**src/rtl/uart_pkg.sv**
```systemverilog
// ----------------------------------------------------------------------------
// uart_pkg
// Shared constants and state encodings for the parametrised UART core.
//   OVERSAMPLE : ticks per serial bit period
//   MID_SAMPLE : tick (1-based) after a start-bit edge at which the start bit
//                is re-sampled; later bits are sampled OVERSAMPLE ticks apart
//   tx_state_t : transmitter FSM states
//   rx_state_t : receiver FSM states
// ----------------------------------------------------------------------------
package uart_pkg;

    localparam int OVERSAMPLE = 16;
    localparam int MID_SAMPLE = 8;

    typedef enum logic [2:0] {
        TX_IDLE,
        TX_START,
        TX_DATA,
        TX_PARITY,
        TX_STOP
    } tx_state_t;

    typedef enum logic [2:0] {
        RX_IDLE,
        RX_START,
        RX_DATA,
        RX_PARITY,
        RX_STOP
    } rx_state_t;

endpackage

```
**src/rtl/uart_rx_fifo.sv**
```systemverilog
// ----------------------------------------------------------------------------
// uart_rx_fifo
// First-word-fall-through receive FIFO: the head entry is always presented on
// head_o while valid_o is high.
//   clk_i, rst_ni : clock, asynchronous active-low reset
//   push_i        : write push_data_i (dropped with overrun_o if full and no pop)
//   pop_i         : remove head when valid_o is high
//   head_o        : head entry
//   valid_o       : FIFO non-empty
//   count_o       : exact occupancy, updated the cycle after a push/pop
//   overrun_o     : one-cycle pulse, a push was dropped because FIFO was full
// Valid/ready: an entry leaves the FIFO in any cycle where valid_o && pop_i.
// ----------------------------------------------------------------------------
module uart_rx_fifo #(
    parameter int WIDTH = 8,
    parameter int DEPTH = 4
) (
    input  logic                     clk_i,
    input  logic                     rst_ni,
    input  logic                     push_i,
    input  logic [WIDTH-1:0]         push_data_i,
    input  logic                     pop_i,
    output logic [WIDTH-1:0]         head_o,
    output logic                     valid_o,
    output logic [$clog2(DEPTH):0]   count_o,
    output logic                     overrun_o
);

    localparam int AW = $clog2(DEPTH);
    localparam logic [AW:0] CNT_FULL = (AW+1)'(DEPTH);

    logic [WIDTH-1:0] mem_q [DEPTH];
    logic [AW-1:0]    wr_ptr_q;
    logic [AW-1:0]    rd_ptr_q;
    logic [AW:0]      count_q;
    logic             overrun_q;

    logic full;
    logic do_pop;
    logic do_push;

    assign full    = (count_q == CNT_FULL);
    assign do_pop  = pop_i && (count_q != '0);
    // A pop in the same cycle frees a slot, so a full FIFO still accepts.
    assign do_push = push_i && (!full || do_pop);

    always_ff @(posedge clk_i or negedge rst_ni) begin
        if (!rst_ni) begin
            for (int i = 0; i < DEPTH; i++) begin
                mem_q[i] <= '0;
            end
            wr_ptr_q  <= '0;
            rd_ptr_q  <= '0;
            count_q   <= '0;
            overrun_q <= 1'b0;
        end else begin
            if (do_push) begin
                mem_q[wr_ptr_q] <= push_data_i;
                wr_ptr_q        <= wr_ptr_q + AW'(1);
            end
            if (do_pop) begin
                rd_ptr_q <= rd_ptr_q + AW'(1);
            end
            case ({do_push, do_pop})
                2'b10:   count_q <= count_q + (AW+1)'(1);
                2'b01:   count_q <= count_q - (AW+1)'(1);
                default: count_q <= count_q;
            endcase
            overrun_q <= push_i && full && !do_pop;
        end
    end

    assign head_o    = mem_q[rd_ptr_q];
    assign valid_o   = (count_q != '0);
    assign count_o   = count_q;
    assign overrun_o = overrun_q;

endmodule

```
**src/rtl/uart_core_param.sv**
```systemverilog
// ----------------------------------------------------------------------------
// uart_core_param
// Parametrised UART transceiver with a shared 16x tick generator, TX/RX FSMs
// and a first-word-fall-through RX FIFO.
// Optional feature macro: UART_PARITY_EN adds one parity bit (sense from
// parity_odd) to both directions and enables parity_err.
//   clk, rst_n           : clock, asynchronous active-low reset
//   baud_div             : tick every baud_div+1 cycles, bit = 16 ticks
//   parity_odd           : 1 odd / 0 even parity
//   tx_data/valid/ready  : byte to send; accepted when tx_valid && tx_ready
//   txd                  : serial out, idle high
//   rxd                  : asynchronous serial in
//   rx_data/valid/ready  : FIFO head; popped when rx_valid && rx_ready
//   rx_count             : FIFO occupancy
//   frame_err            : pulse, stop bit sampled low (byte discarded)
//   parity_err           : pulse, parity mismatch (byte discarded)
//   overrun              : pulse, byte dropped because FIFO full
// Valid/ready: a transfer happens on every clock edge where valid && ready are
// both high; valid must not depend on ready.
// ----------------------------------------------------------------------------
module uart_core_param
    import uart_pkg::*;
#(
    parameter int DATA_BITS     = 8,
    parameter int STOP_BITS     = 1,
    parameter int RX_FIFO_DEPTH = 4,
    parameter int DIV_W         = 12
) (
    input  logic                             clk,
    input  logic                             rst_n,
    input  logic [DIV_W-1:0]                 baud_div,
    input  logic                             parity_odd,
    input  logic [DATA_BITS-1:0]             tx_data,
    input  logic                             tx_valid,
    output logic                             tx_ready,
    output logic                             txd,
    input  logic                             rxd,
    output logic [DATA_BITS-1:0]             rx_data,
    output logic                             rx_valid,
    input  logic                             rx_ready,
    output logic [$clog2(RX_FIFO_DEPTH):0]   rx_count,
    output logic                             frame_err,
    output logic                             parity_err,
    output logic                             overrun
);

    localparam int           BW        = $clog2(DATA_BITS);
    localparam logic [BW-1:0] BIT_LAST = BW'(DATA_BITS-1);
    localparam logic [3:0]   TICK_LAST = 4'(OVERSAMPLE-1);
    localparam logic [3:0]   TICK_MID  = 4'(MID_SAMPLE-1);
    localparam logic         STOP_LAST = 1'(STOP_BITS-1);

    // ---------------- tick generator ----------------
    // A new baud_div is only picked up on reload, so a change never
    // produces a runt tick period.
    logic [DIV_W-1:0] div_cnt_q;
    logic             tick;

    assign tick = (div_cnt_q == '0);

    always_ff @(posedge clk or negedge rst_n) begin
        if (!rst_n)    div_cnt_q <= '0;
        else if (tick) div_cnt_q <= baud_div;
        else           div_cnt_q <= div_cnt_q - DIV_W'(1);
    end

    // ---------------- transmitter ----------------
    tx_state_t            tx_state_q;
    logic [3:0]           tx_tick_q;
    logic [BW-1:0]        tx_bit_q;
    logic                 tx_stop_q;
    logic [DATA_BITS-1:0] tx_shift_q;
    logic                 txd_q;
    logic                 tx_par_q;
    logic                 tx_bit_end;
    logic                 tx_last_stop;
    logic                 tx_accept;

    assign tx_bit_end   = tick && (tx_tick_q == TICK_LAST);
    // Ready in the final cycle of the last stop bit so frames can abut.
    assign tx_last_stop = (tx_state_q == TX_STOP) && tx_bit_end && (tx_stop_q == STOP_LAST);
    assign tx_ready     = (tx_state_q == TX_IDLE) || tx_last_stop;
    assign tx_accept    = tx_valid && tx_ready;
    assign txd          = txd_q;

    always_ff @(posedge clk or negedge rst_n) begin
        if (!rst_n) begin
            tx_state_q <= TX_IDLE;
            tx_tick_q  <= '0;
            tx_bit_q   <= '0;
            tx_stop_q  <= 1'b0;
            tx_shift_q <= '0;
            txd_q      <= 1'b1;
            tx_par_q   <= 1'b0;
        end else begin
            // 4-bit tick counter wraps to 0 at each bit boundary by itself.
            if (tick && (tx_state_q != TX_IDLE)) tx_tick_q <= tx_tick_q + 4'd1;
            if (tx_accept) begin
                tx_state_q <= TX_START;
                tx_shift_q <= tx_data;
                tx_par_q   <= (^tx_data) ^ parity_odd;
                tx_tick_q  <= '0;
                txd_q      <= 1'b0;
            end else if (tx_bit_end) begin
                case (tx_state_q)
                    TX_START: begin
                        tx_state_q <= TX_DATA;
                        tx_bit_q   <= '0;
                        txd_q      <= tx_shift_q[0];
                    end
                    TX_DATA: begin
                        tx_shift_q <= tx_shift_q >> 1;
                        txd_q      <= tx_shift_q[1];
                        tx_bit_q   <= tx_bit_q + BW'(1);
                        if (tx_bit_q == BIT_LAST) begin
`ifdef UART_PARITY_EN
                            tx_state_q <= TX_PARITY;
                            txd_q      <= tx_par_q;
`else
                            tx_state_q <= TX_STOP;
                            txd_q      <= 1'b1;
                            tx_stop_q  <= 1'b0;
`endif
                        end
                    end
                    TX_PARITY: begin
                        tx_state_q <= TX_STOP;
                        txd_q      <= 1'b1;
                        tx_stop_q  <= 1'b0;
                    end
                    TX_STOP: begin
                        if (tx_stop_q == STOP_LAST) tx_state_q <= TX_IDLE;
                        else                        tx_stop_q  <= 1'b1;
                    end
                    default: tx_state_q <= TX_IDLE;
                endcase
            end
        end
    end

    // ---------------- receiver ----------------
    logic                 rx_s1_q, rx_s2_q, rx_s3_q;
    rx_state_t            rx_state_q;
    logic [3:0]           rx_tick_q;
    logic [BW-1:0]        rx_bit_q;
    logic [DATA_BITS-1:0] rx_shift_q;
    logic                 rx_fall;
    logic                 rx_bit_end;
    logic                 rx_stop_sample;
    logic                 rx_par_bad;
    logic                 rx_push;
    logic                 frame_err_q;
    logic                 parity_err_q;

    assign rx_fall        = rx_s3_q && !rx_s2_q;
    assign rx_bit_end     = tick && (rx_tick_q == TICK_LAST);
    assign rx_stop_sample = (rx_state_q == RX_STOP) && rx_bit_end;

`ifdef UART_PARITY_EN
    logic rx_par_q;
    // Data plus parity bit must XOR to parity_odd.
    assign rx_par_bad = (^rx_shift_q) ^ rx_par_q ^ parity_odd;
`else
    logic unused_parity_odd;
    assign unused_parity_odd = parity_odd ^ tx_par_q;
    assign rx_par_bad = 1'b0;
`endif

    assign rx_push = rx_stop_sample && rx_s2_q && !rx_par_bad;

    always_ff @(posedge clk or negedge rst_n) begin
        if (!rst_n) begin
            rx_s1_q      <= 1'b1;
            rx_s2_q      <= 1'b1;
            rx_s3_q      <= 1'b1;
            rx_state_q   <= RX_IDLE;
            rx_tick_q    <= '0;
            rx_bit_q     <= '0;
            rx_shift_q   <= '0;
            frame_err_q  <= 1'b0;
            parity_err_q <= 1'b0;
`ifdef UART_PARITY_EN
            rx_par_q     <= 1'b0;
`endif
        end else begin
            rx_s1_q      <= rxd;
            rx_s2_q      <= rx_s1_q;
            rx_s3_q      <= rx_s2_q;
            frame_err_q  <= rx_stop_sample && !rx_s2_q;
            parity_err_q <= rx_stop_sample && rx_s2_q && rx_par_bad;
            if (tick && (rx_state_q != RX_IDLE)) rx_tick_q <= rx_tick_q + 4'd1;
            case (rx_state_q)
                RX_IDLE: begin
                    if (rx_fall) begin
                        rx_state_q <= RX_START;
                        rx_tick_q  <= '0;
                    end
                end
                RX_START: begin
                    // Re-sample mid start bit; restarting the counter here puts
                    // every later sample at a bit centre.
                    if (tick && (rx_tick_q == TICK_MID)) begin
                        rx_tick_q <= '0;
                        rx_bit_q  <= '0;
                        rx_state_q <= rx_s2_q ? RX_IDLE : RX_DATA;
                    end
                end
                RX_DATA: begin
                    if (rx_bit_end) begin
                        rx_shift_q <= {rx_s2_q, rx_shift_q[DATA_BITS-1:1]};
                        rx_bit_q   <= rx_bit_q + BW'(1);
                        if (rx_bit_q == BIT_LAST) begin
`ifdef UART_PARITY_EN
                            rx_state_q <= RX_PARITY;
`else
                            rx_state_q <= RX_STOP;
`endif
                        end
                    end
                end
                RX_PARITY: begin
                    if (rx_bit_end) begin
`ifdef UART_PARITY_EN
                        rx_par_q <= rx_s2_q;
`endif
                        rx_state_q <= RX_STOP;
                    end
                end
                RX_STOP: begin
                    if (rx_bit_end) rx_state_q <= RX_IDLE;
                end
                default: rx_state_q <= RX_IDLE;
            endcase
        end
    end

    assign frame_err  = frame_err_q;
    assign parity_err = parity_err_q;

    uart_rx_fifo #(
        .WIDTH (DATA_BITS),
        .DEPTH (RX_FIFO_DEPTH)
    ) u_rx_fifo (
        .clk_i       (clk),
        .rst_ni      (rst_n),
        .push_i      (rx_push),
        .push_data_i (rx_shift_q),
        .pop_i       (rx_ready),
        .head_o      (rx_data),
        .valid_o     (rx_valid),
        .count_o     (rx_count),
        .overrun_o   (overrun)
    );

endmodule

```
**config.mk**
```make
export PLATFORM = sky130hd
export DESIGN_NAME = uart_core_param
export DESIGN_NICKNAME = d
export VERILOG_FILES = /design/src/rtl/uart_pkg.sv /design/src/rtl/uart_rx_fifo.sv /design/src/rtl/uart_core_param.sv
export SDC_FILE = /design/constraint.sdc
export NUM_CORES = 1
export LEC_CHECK = 0
export ABC_CLOCK_PERIOD_IN_PS = 3500
export BUFFER_PORTS_ARGS = -buffer_cell sky130_fd_sc_hd__buf_4
export CAP_MARGIN = 0
export CORE_AREA = 2 2 100 102
export CTS_BUF_LIST = sky130_fd_sc_hd__clkbuf_16
export DETAILED_ROUTE_END_ITERATION = 8
export DIE_AREA = 0 0 102 104
export PLACE_DENSITY = 0.68
export SYNTH_ARGS = -nofsm -noshare
export SYNTH_HDL_FRONTEND = slang
export SYNTH_SLANG_ARGS = --single-unit
```
**constraint.sdc**
```tcl
create_clock -name clk -period 3.5 [get_ports clk]
set_input_delay 0 -clock clk [delete_from_list [all_inputs] [get_ports clk]]
set_output_delay 0 -clock clk [all_outputs]
set_load 0.02 [all_outputs]
```
==> results by group <==
Outcome
  – Status: finished clean

Setup path
  – R2R Path Start: div_cnt_q[0]$_DFF_PN0_
  – Crit-path max FO: 8
  – Critical Path Sink Type: flop
  – R2R Setup Slk: 0.37 ns
  – CP Class: reg -> reg
  – Arrival time of the worst setup path: 3.35 ns
  – Worst setup startpoint: div_cnt_q[0]$_DFF_PN0_
  – CP Data Required Time: 3.72 ns
  – CP startpoint kind: flop

Die
  – Row cnt: 36
  – Die H: 104 microns
  – Die width: 102 microns
  – Starting Density: 0.4889
  – Placeable Area: 9549 sq um
  – DIE AREA: 10610 sq um
  – Ports: 43

Place
  – DPL Wire Length: 6237 microns
  – Worst slack, placed: 0.4072 ns
  – Port bufs: 40
  – Routability cong.: 0.8075

Pwr
  – Pint: 2099 uW
  – PD cells: 523.2 nW/um^2
  – Pleak: 0.002716 uW
  – Max VDD drop: 0.2706 mV
  – Clock network power share: 0.351
  – Sw frac: 0.2848
  – Sequential power share: 0.470
  – Share of total power in combinational logic: 0.179
  – P_sw: 836.1 uW

Cells and area
  – N_diodes: 0
  – Register area: 2332 sq um
  – Most frequent cells in the layout: dfrtp_1, buf_4, mux2_4, inv_1, nor2_1
  – Share of cells above drive strength 1: 0.2832
  – Multi-input logic area: 2120 sq um
  – Layout Nets: 486
  – Area Growth Syn to Fin: 20.18%
  – Fillers: 795
  – Most common cell after layout, fill and taps aside: dfrtp_1

GRT
  – First-pass GRT wire length: 16040 microns
  – Vias in the first global route: 3304
  – Grt total ovfl: 0
  – Total track usage: 0.1898
  – Initial antenna violation count: 0
  – Largest net degree at the start of global routing: 71

Route
  – Vias/cell: 5.436
  – Post-Route WL: 9202 microns
  – DRC: 0
  – Final ANT Viol Nets: 0
  – Avg WL per Cell: 15.73 microns
  – TritonRoute pass-1 iters: 6
  – Routed via count: 3180
  – Initial drt markers: 112

Yosys
  – Yosys warns: 0
  – Post-synth EDFFs: 0
  – Largest family of logic cells by synthesized area: multiplexers
  – Area fraction in compound gates after synthesis: 0.08577
  – Synth Area in Simple Gates: 0.1300
  – Post-synth top flop: dfrtp_1
  – Synth Area in Adders: 0.03645
  – Synth Area in XOR/XNOR: 0.02251
  – Mapped Nets: 426
  – Synthesized cell area: 4668 sq um
  – Syn avg cell area: 12.06 sq um
  – #FFs+latches synth: 93
  – Asr flop ratio synth: 1.000
  – Seq/Total Area, Yosys: 0.4996
  – Cell count after synthesis: 387
  – Synth cell types: 52
  – Mux contribution to synthesized area: 0.1772

Timing
  – RSZ-0062 raised after global routing: false
  – Worst Max-Slew Pin Slew: 0.8783 ns
  – Final WS setup: 0.3727 ns
  – Fin. Hold Viols: 0
  – Period minus WS final: 3.127 ns
  – Final setup vio count: 0
  – Clock Skews: 0.008931 ns
  – Slew HR: 0.4145
  – Maximum clock rate: 319.8 MHz
  – Tcrit/Tclk final: 0.8935
  – Max Slew Vio Count: 0
  – Final TNS setup: 0 ns

Clocking
  – Latest clock arrival within the worst-skew pair: 0.34 ns
  – Clock transition at path regs: 0.06 ns
  – Setup Fix Bufs, Post-CTS: 0
  – Clk sinks: 93
  – Cts bufs inserted: 9
  – H-tree levels: 3
  – Clk buf depth: 2
  – Root Driver: clkbuf_16
  – TritonCTS clock tree: yes

Flow run
  – Max-cap viol count: 0

Min path
  – Hold Path Class: in -> reg
  – Hold_sp: baud_div[10]
[stage by stage]
stage	util	hold WS (ns)	std cells	total power [uW]	cell area (sq um)
5_1_grt	0.5875	0.03108	585	3097	5610
6_report	0.5875	0.02818	585	2935	5610
3_5_place_dp	0.5335	0.1162	549	1910	5095
3_3_place_gp	0.5335	0.1214	549	1881	5095
4_1_cts	0.5875	0.02487	585	2961	5610
2_1_floorplan	-	-0.2956	387	1705	4668
[power groups by stage]
| stage | registers (uW) | clock network (uW) | logic (uW) |
|---|---|---|---|
| 3_5_place_dp | 1400 | 0 | 511 |
| 5_1_grt | 1410 | 1110 | 585 |
| 2_1_floorplan | 1330 | 0 | 375 |
| 3_3_place_gp | 1390 | 0 | 489 |
| 6_report | 1380 | 1030 | 525 |
| 4_1_cts | 1380 | 1050 | 531 |
[path summary, 6_finish.rpt]
check	to	depth (start not counted)
max in group asynchronous	rx_s2_q$_DFF_PN1_	3
max reg2reg	u_rx_fifo.mem_q[20]$_DFFE_PN0P_	6
min	div_cnt_q[10]$_DFF_PN0_	4
max	u_rx_fifo.mem_q[20]$_DFFE_PN0P_	6
min reg2reg	rx_s2_q$_DFF_PN1_	0
min in group asynchronous	div_cnt_q[5]$_DFF_PN0_	2
[layer usage]
layer	wire, microns	vias to the layer above	track usage
met5	0	-	0
met4	129	0	0.06381
met3	223	11	0.03763
met2	4540	49	0.3064
met1	4309	1587	0.2553
li1	-	1533	-
[flip-flops by register name, summed over array words and instances (netlist names), 4 cells and up]
| register | flops |
|---|---|
| div_cnt_q | 12 |
| tx_shift_q | 8 |
| u_rx_fifo.mem_q | 32 |
| tx_tick_q | 4 |
| rx_tick_q | 4 |
| rx_shift_q | 8 |
[cells in the mapped netlist (5+ instances only)]
library cell | n | area, sq um
mux2_2 | 13 | 146.4
nor2_1 | 22 | 82.58
a21oi_1 | 10 | 50.05
mux4_2 | 8 | 180.2
inv_1 | 27 | 101.4
nand3_1 | 9 | 45.04
xnor2_1 | 9 | 78.83
mux2_4 | 32 | 480.5
dfrtp_1 | 89 | 2227
or4_1 | 9 | 67.56
clkbuf_1 | 12 | 45.04
and2_1 | 7 | 43.79
ha_1 | 12 | 150.1
a222oi_1 | 7 | 70.07
nor3_1 | 11 | 55.05
o31ai_1 | 6 | 45.04
nand2_1 | 13 | 48.80
buf_6 | 5 | 56.30
o21ai_0 | 12 | 60.06
nor4_1 | 10 | 62.56
[worst max-delay path, cell delays in order, from the launching register on]
cell     delay, ns
dfrtp_1       0.42
inv_1         0.08
ha_1          0.19
or3b_2        0.48
or4_1         0.61
or4_1         0.82
mux2_4        0.41
[what timing repair did]
action | 4_1_cts | 5_1_grt
gates resized for setup | 0 | 0
endpoints found under the hold margin | 87 | 0
hold buffers | 20 | 0
[cells by family after synthesis]
family | after synthesis
fa+ha+maj | 13
flops | 93
xor+xnor | 12
mux | 55
buf+inv | 48
simple gates | 109
other cells | 1
compound gates | 56
[area by class of cell]
type                       instances  area share
tap                              133     0.02966
clock buffer                       9     0.04014
clock inverter                     7     0.01606
inverter                          27     0.01806
timing repair buffer              70      0.1026
multi-input combinational        246      0.3778
sequential                        93      0.4157
(Power assumes the default switching activity.)
